$ cat config.mk
export PLATFORM = sky130hd
export DESIGN_NAME = net_router_switch_arb
export DESIGN_NICKNAME = d
export VERILOG_FILES = /design/src/rtl/net_router_pkg.sv /design/src/rtl/net_rr_arb3.sv /design/src/rtl/net_router_switch_arb.sv
export SDC_FILE = /design/constraint.sdc
export NUM_CORES = 1
export LEC_CHECK = 0
export CORE_MARGIN = 10
export CORE_UTILIZATION = 37
export CTS_BUF_LIST = sky130_fd_sc_hd__clkbuf_4 sky130_fd_sc_hd__clkbuf_8 sky130_fd_sc_hd__clkbuf_16
export DETAILED_ROUTE_END_ITERATION = 12
export PLACE_DENSITY_LB_ADDON = 0.08
export SKIP_CTS_REPAIR_TIMING = 1
export SYNTH_ARGS = -nofsm -noshare
export SYNTH_HDL_FRONTEND = slang
export SYNTH_HIERARCHICAL = 1
export SYNTH_SLANG_ARGS = --single-unit
$ cat constraint.sdc
create_clock -name clk -period 2.9 [get_ports clk]
set_input_delay 0.725 -clock clk [delete_from_list [all_inputs] [get_ports clk]]
set_output_delay 0.725 -clock clk [all_outputs]
set_load 0.05 [all_outputs]
$ cat src/rtl/net_router_pkg.sv
// net_router_pkg: shared router constants and a mod-3 pointer increment.
package net_router_pkg;
  localparam int NUM_ROUTER_INPUTS = 3;
  localparam int PORT_PREV = 0;
  localparam int PORT_TERM = 1;
  localparam int PORT_NEXT = 2;
  function automatic logic [1:0] inc3(input logic [1:0] x);
    return (x == 2'd2) ? 2'd0 : x + 2'd1;
  endfunction
endpackage

$ cat src/rtl/net_rr_arb3.sv
// net_rr_arb3: 3-way round-robin arbiter; priority moves past the winner on en.
module net_rr_arb3
  import net_router_pkg::*;
(
  input  logic       clk,
  input  logic       reset,
  input  logic [2:0] req,
  input  logic       en,
  output logic [2:0] gnt,
  output logic [1:0] win
);
  logic [1:0] r_ptr, w_c1, w_c2;
  always_comb begin
    w_c1 = inc3(r_ptr);
    w_c2 = inc3(w_c1);
    win  = req[r_ptr] ? r_ptr : req[w_c1] ? w_c1 : w_c2;
    gnt  = (|req) ? 3'd1 << win : 3'd0;
  end
  always_ff @(posedge clk)
    if (!reset) r_ptr <= 2'd0;
    else if (en) r_ptr <= inc3(win);
endmodule

$ cat src/rtl/net_router_switch_arb.sv
// net_router_switch_arb: round-robin output arbiter feeding a 2-entry queue.
module net_router_switch_arb
  import net_router_pkg::*;
#(
  parameter int p_msg_nbits = 44,
  parameter int p_num_reqs  = NUM_ROUTER_INPUTS
) (
  input  logic                   clk,
  input  logic                   reset,
  input  logic [p_msg_nbits-1:0] istream_msg [p_num_reqs],
  input  logic                   istream_val [p_num_reqs],
  output logic                   istream_rdy [p_num_reqs],
  output logic [p_msg_nbits-1:0] ostream_msg,
  output logic                   ostream_val,
  input  logic                   ostream_rdy
);
  logic [p_msg_nbits-1:0] r_q [2];
  logic       r_head, r_tail;
  logic [1:0] r_cnt;
  logic [2:0] w_req, w_gnt;
  logic [1:0] w_win;
  logic       w_space, w_enq, w_deq;
  assign ostream_val = r_cnt != 2'd0;
  assign ostream_msg = r_q[r_head];
  // A full queue still accepts when the head leaves in the same cycle.
  always_comb begin
    for (int i = 0; i < 3; i++) w_req[i] = istream_val[i];
    w_space = (r_cnt < 2'd2) | ((r_cnt == 2'd2) & ostream_rdy);
    w_enq   = (|w_req) & w_space;
    w_deq   = ostream_val & ostream_rdy;
    for (int i = 0; i < 3; i++) istream_rdy[i] = w_gnt[i] & w_space;
  end
  net_rr_arb3 u_arb (
    .clk  (clk),
    .reset(reset),
    .req  (w_req),
    .en   (w_enq),
    .gnt  (w_gnt),
    .win  (w_win)
  );
  always_ff @(posedge clk)
    if (!reset) begin
      r_head <= 1'b0;
      r_tail <= 1'b0;
      r_cnt  <= 2'd0;
    end else begin
      if (w_enq) begin
        r_q[r_tail] <= istream_msg[w_win];
        r_tail      <= ~r_tail;
      end
      if (w_deq) r_head <= ~r_head;
      r_cnt <= r_cnt + 2'(w_enq) - 2'(w_deq);
    end
endmodule

# == Word-level counts from Yosys, hierarchy flattened ==
# Memories as Yosys holds them, arrays and structs flattened. A register that Yosys moved wholly into a read port is not among the register bits.
# Index checks and enable logic that the tools add are counted.
# word_totals
regBits,6
ramBits,88
inputBits,138
out_inout_bits,48
elab_cells,49
mem_count,1
# mem_list
name,words,word_bits,read_ports,rd_ports_with_merged_regs,write_ports,line_no,text
r_q,2,44,1,1,1,net_router_switch_arb.sv:17,logic [p_msg_nbits-1:0] r_q [2];
# op_classes
n_addsub,5
order_cmp,4
n_eq_ne,4
shifts,1
mux,18
bitwise,10
n_reduce_logical,2
# ops
op,n
binary-select mux 44 bit (select 2 bit),1
two-way mux 44 bit,2
two-way mux 2 bit,5
equality test 2 bit (second input constant),4
two-way mux 1 bit,7
adder 2 x 1 -> 2 bit (second input constant),3
AND 1 bit,6
< comparator 2 x 3 -> 1 bit (second input constant),2
binary-select mux 1 bit (select 2 bit),2
>= comparator 3 bit (second input constant),1
two-way mux 3 bit,1
inverter 2 -> 3 bit,1
OR reduction 3 bit,1
left shift 1 x 2 -> 3 bit (first input constant),1
adder 2 x 1 -> 2 bit,1
< comparator 2 bit (second input constant),1
inverter 1 bit,2
nonzero test 2 bit,1
subtractor 2 x 1 -> 2 bit,1
bitwise OR 1 bit,1

# == Logic depth before layout (Yosys ltp) ==
# Gate-level depths: netlist of the first run.
# logic_depth
word_depth,10
ltp_mapped,10

# == Modules after synthesis ==
# The synthesis of the first run kept the hierarchy.
# modules_own_cells
module,instances,cells_each,area_each_um2,seq_area_each_um2
net_router_switch_arb,1,314,4429.2,2742.6
net_rr_arb3,1,26,183.9,40.0

# == Worst setup path before layout of the first run ==
# No wires, ideal clock.
# synth_timing
path_kind,input port to flip-flop
startpoint,in ostream_rdy
endpoint,"mem r_q[0][0], enable pin"
setup_time_ns,0.428
arrival_ns,2.461
required_time_ns,2.472
path_slack_ns,0.011
path_stages,2
n_path_buf,0
path_cell_list,nand2b_4 a2111oi_4
# synth_between
elab_chain_len,6
# synth_rtl
item,line_no,text
"start, declared",net_router_switch_arb.sv:15,input logic ostream_rdy
AND 1 bit,net_router_switch_arb.sv:28,w_space = (r_cnt < 2'd2) | ((r_cnt == 2'd2) & ostream_rdy);
bitwise OR 1 bit,net_router_switch_arb.sv:28,
AND 1 bit,net_router_switch_arb.sv:29,w_enq = (|w_req) & w_space;
two-way mux 1 bit,net_router_switch_arb.sv:47,if (w_enq) begin
two-way mux 1 bit,net_router_switch_arb.sv:42,if (!reset) begin
two-way mux 1 bit (implied by the code),net_router_switch_arb.sv:48,r_q[r_tail] <= istream_msg[w_win];
"end, declared",net_router_switch_arb.sv:17,
# Every way passes these cells.

==> results of run 1 <==
==> Yosys cell counts, drive strengths merged <==
master	number
ha	2
nor2b	3
edfxtp	88
and3	2
mux2i	44
dfxtp	7
buf	15
a32o	1
nand2	50
nor2	4
nor3	2
clkbuf	4
nand2b	3
inv	5
o211ai	2
and2	6
mux2	44
or2	1
o21a	1
xnor2	3
nand3	1
a2111oi	1
a21oi	2
o21ai	47
o21bai	1
nand3b	1
==> worst paths after layout <==
path / from / end / slack, ns / cells after the start
worst max-delay path: flip-flop / ostream_msg[1] / 0.09 / 3
worst min-delay path: r_tail$_SDFFE_PN0P_ / r_tail$_SDFFE_PN0P_ / 0.50 / 2
worst max register to register: u_arb/r_ptr[0]$_SDFFE_PN0P_ / r_q[0][19]$_DFFE_PP_ / 1.02 / 8
worst min register to register: r_tail$_SDFFE_PN0P_ / r_tail$_SDFFE_PN0P_ / 0.50 / 2
==> per-layer routing <==
metal,GRT usage,wire [um],vias up
met5,0,0,-
met2,0.247,6350,113
met1,0.154,5100,1598
met4,0.0457,211,0
met3,0.0442,770,12
li1,-,-,1641
==> cell type report <==
cell class	instances	area [um^2]
Multi-Input combinational cell	221	1660
Clock buffer	11	240
Fill cell	1046	5140
Timing Repair Buffer	200	2020
Sequential cell	95	2780
Tap cell	168	210
Clock inverter	5	35.0
Inverter	5	18.8
==> flip-flops by register name, indices dropped and copies added, names as in the netlist, named ones only <==
signal and count:
r_cnt 2, r_head 1, r_q 88, r_tail 1, u_arb/r_ptr 2
==> where the power goes <==
part / internal (W) / switching (W) / leakage [nW]
Combinational: 0.00108 / 0.00163 / 1.47
Clock: 0.000600 / 0.000476 / 0.136
Sequential: 0.00187 / 0.0000961 / 0.884
==> worst reg2reg max path, cell delays in order (launching register included) <==
cell and delay (ns):
dfxtp_1 0.42, nor2b_2 0.09, o21ai_2 0.13, o211ai_2 0.15, inv_2 0.14, buf_12 0.18, buf_12 0.16, mux2i_1 0.25
o21ai_1 0.11
==> cells by family (layout without fill, tap and decap cells) <==
family,count (synthesis),in the layout,synth area share
and+or+nand+nor,73,73,0.0746
adders and majority gates,2,2,0.00542
AOI/OAI and AO/OA,55,55,0.0697
muxes,88,88,0.203
xor gates and xnor gates,3,3,0.00570
DFF,95,95,0.603
buffers and inverters,24,221,0.0385
==> stage by stage <==
step	util	instance area, um^2	setup slack [ns]	hold WS [ns]	cells
3_3_place_gp	0.552	6690	0.182	0.490	689
3_5_place_dp	0.552	6690	0.0858	0.497	689
5_1_grt	0.575	6970	0.0304	0.540	705
4_1_cts	0.575	6970	0.0459	0.504	705
6_report	0.575	6970	0.0864	0.502	705
2_1_floorplan	-	4610	0.0107	0.471	340
==> flow_summary.json, run 1 <==
{
  "crit_slowest_cell": "clkdlybuf4s50_1",
  "ys_ff_latch": 95,
  "cpLargestDelayFamily": "buffers and inverters",
  "worst_pin_slew_ns": 0.544,
  "vias": 3364,
  "required_ns": 2.17,
  "worst_hold_path_type": "reg -> reg",
  "ir_drop_mv": 0.371,
  "clock-sinks": 95,
  "h-tree-depth": 3,
  "finalNetCount": 672,
  "grt_max_degree": 46,
  "path_clk_slew_ns": 0.06,
  "ant_nets": 0,
  "place_congestion": 0.744,
  "drive_above_1_share": 0.214,
  "detailedRoute.firstIterationViolations": 146,
  "grt_pass1_vias": 3677,
  "arrival_ns": 2.09,
  "mostFrequentLayoutCells": "clkdlybuf4s50_1 (158), edfxtp_1 (88), nand2_1 (49), mux2i_1 (44), mux2_2 (44)",
  "end_kind": "primary output",
  "p_total_w": 0.00575,
  "cap_viol_max_count": 0,
  "grt.overflow.total": 0,
  "ys_seq_area_frac": 0.603,
  "antenna_found_initial": 0,
  "clk_latency_ns": 0.33,
  "finalMaxSlewViolations": 0,
  "synth_cell_types": 35,
  "clock_tree.buffer_depth": 2,
  "finClkSkew_ns": 0.00445,
  "yosysTopAreaCellShare": 0.573,
  "tritoncts": "yes",
  "max_stage_delay_ns": 0.72,
  "firstDrtPassIters": 4,
  "finalWirelength_mm": 12.4,
  "syn2layout_area_growth_pct": 51.0,
  "setup_tns_ns": 0,
  "grt_setup_unrepaired": "no",
  "min_period_ns": 2.81,
  "cts_inserted_buffers": 9,
  "die_area_mm2": 0.0173,
  "path_buf_inv": 2,
  "num_rows": 40,
  "synthTopCellsByArea": "edfxtp_1 (57%), mux2_2 (11%), mux2i_1 (9.5%), o21ai_1 (4.6%), nand2_1 (4.1%)",
  "synth_cells": 340,
  "coreArea_mm2": 0.0121,
  "die_h_um": 132,
  "wl_per_cell_um": 17.6,
  "grt_pass1_wl_mm": 19.3,
  "yosys.area.top_type": "edfxtp_1",
  "initial_core_util": 0.381,
  "cts-root-buf": "clkbuf_16",
  "path_cells": "buf_12 > mux2_2 > clkdlybuf4s50_1",
  "power_leakage_nw": 2.49,
  "hold_viol": 0,
  "fmax_ghz": 0.355,
  "synth_area_mm2": 0.00461,
  "synth_warnings": 6,
  "via_per_inst": 4.77,
  "fin_crit_sh": 0.970,
  "dp_hpwl_mm": 9.70,
  "die_x_um": 132,
  "avgSynthCellArea_um2": 13.6,
  "cp-start-kind": "flip-flop",
  "drc": 0,
  "power.density_mw_per_mm2": 826,
  "finalSetupViolCount": 0,
  "antenna_cells": 0,
  "crit_fanout": 19,
  "io_pins": 186,
  "slew_headroom": 0.636,
  "port_buffers": 185,
  "final_common_cell": "clkdlybuf4s50_1",
  "outcome": "finished, final reports clean",
  "track_usage": 0.139,
  "synth_nets": 480,
  "path_class": "reg -> out"
}
Note: power is estimated with default switching activity, not from simulation.
==> run 2, diff against run 1 <==
Settings changed: GPL_TIMING_DRIVEN set to 0.
==> flow_summary.json, run 2 (synthesized netlist as in run 1, its figures left out) <==
{
  "antenna_cells": 0,
  "syn2layout_area_growth_pct": 54.4,
  "max_stage_delay_ns": 0.57,
  "initial_core_util": 0.381,
  "antenna_found_initial": 0,
  "port_buffers": 185,
  "crit_fanout": 5,
  "finalMaxSlewViolations": 0,
  "clk_latency_ns": 0.33,
  "end_kind": "primary output",
  "fmax_ghz": 0.358,
  "final_cell_count_no_fill": 713,
  "place_congestion": 0.747,
  "io_pins": 186,
  "ir_drop_mv": 0.408,
  "vias": 3369,
  "dp_hpwl_mm": 9.75,
  "finalSetupViolCount": 0,
  "ant_nets": 0,
  "path_class": "in -> out",
  "mostFrequentLayoutCells": "clkdlybuf4s50_1 (141), edfxtp_1 (88), nand2_1 (50), mux2i_1 (44), mux2_2 (44)",
  "slew_headroom": 0.386,
  "clock-sinks": 95,
  "crit_slowest_cell": "clkdlybuf4s50_1",
  "power.density_mw_per_mm2": 818,
  "die_area_mm2": 0.0173,
  "finClkSkew_ns": 0.00729,
  "path_clk_slew_ns": 0.06,
  "cap_viol_max_count": 0,
  "grt_pass1_vias": 3722,
  "grt_max_degree": 24,
  "cp-start-kind": "input pin",
  "place_inst": 697,
  "die_x_um": 132,
  "wl_per_cell_um": 17.5,
  "num_rows": 40,
  "track_usage": 0.140,
  "min_period_ns": 2.80,
  "final_common_cell": "clkdlybuf4s50_1",
  "place_area_mm2": 0.00673,
  "utilization": 0.588,
  "cts-root-buf": "clkbuf_16",
  "outcome": "finished, final reports clean",
  "power_leakage_nw": 2.88,
  "finalInstanceArea_mm2": 0.00712,
  "finalWirelength_mm": 12.5,
  "clock_tree.buffer_depth": 2,
  "via_per_inst": 4.73,
  "grt_setup_unrepaired": "no",
  "hold_ws_ns": 0.508,
  "drc": 0,
  "tritoncts": "yes",
  "largest_reg_flops": 88,
  "path_cells": "clkdlybuf4s50_1 > nand2b_1 > nand2_1 > o21ai_1 > and2_1 > and2_1 > buf_2",
  "worst_hold_path_type": "reg -> reg",
  "arrival_ns": 2.07,
  "cts_inserted_buffers": 9,
  "hold_viol": 0,
  "firstDrtPassIters": 4,
  "grt_pass1_wl_mm": 19.6,
  "coreArea_mm2": 0.0121,
  "crit_top_cell": "and2_1",
  "h-tree-depth": 3,
  "worst_pin_slew_ns": 0.921,
  "top_register": "r_q",
  "detailedRoute.firstIterationViolations": 172,
  "drive_above_1_share": 0.167,
  "required_ns": 2.17,
  "reg_top3": "r_q x88, r_cnt x2, u_arb/r_ptr x2",
  "p_total_w": 0.00583,
  "grt.overflow.total": 0,
  "die_h_um": 132,
  "finalNetCount": 680,
  "fin_crit_sh": 0.964
}
## run 2: cell type report
type / instances / area (um^2)
clock inverters: 7 / 72.6
inverters: 5 / 18.8
fillers: 1058 / 4990
flip-flops and latches: 95 / 2780
well taps: 168 / 210
clock buffers: 9 / 225
plain buffers: 19 / 159
repair buffers: 189 / 2000
multi-input cells: 221 / 1660
## run 2: worst max-delay path, delay by kind of cell
family	cells	cell delay, ns
and+or+nand+nor	4	0.51
AOI/OAI and AO/OA	1	0.06
buffers and inverters	2	0.77
## run 2: per-stage QoR
step	TNS [ns]	setup WS, ns
final	0	0.104
after global routing	0	0.0159
after CTS	-1.83	-0.577
after detailed placement	-5.73	-0.568
after global placement	-123.36	-1.61
after floorplan	0	0.0107
## run 2: where the power goes
group | internal [W] | leakage, nW | switching (W)
Sequential | 0.00187 | 0.884 | 0.0000809
Combinational | 0.00108 | 1.85 | 0.00164
Clock | 0.000670 | 0.143 | 0.000493
## run 2: metal layers
metal	wire length (um)	track usage	share of wire
met1	5210	0.159	0.42
met2	6370	0.247	0.51
met3	692	0.0400	0.056
met4	177	0.0420	0.014
met5	0	0	0
## run 2: final timing paths
path | startpoint | to | slack (ns) | cells past startpoint
worst max-delay path | istream_val[2] | istream_rdy[0] | 0.10 | 7
worst min-delay path | r_tail$_SDFFE_PN0P_ | r_tail$_SDFFE_PN0P_ | 0.51 | 2
worst max register to register | r_cnt[0]$_SDFF_PN0_ | r_q[1][17]$_DFFE_PP_ | 0.74 | 4
worst min register to register | r_tail$_SDFFE_PN0P_ | r_tail$_SDFFE_PN0P_ | 0.51 | 2
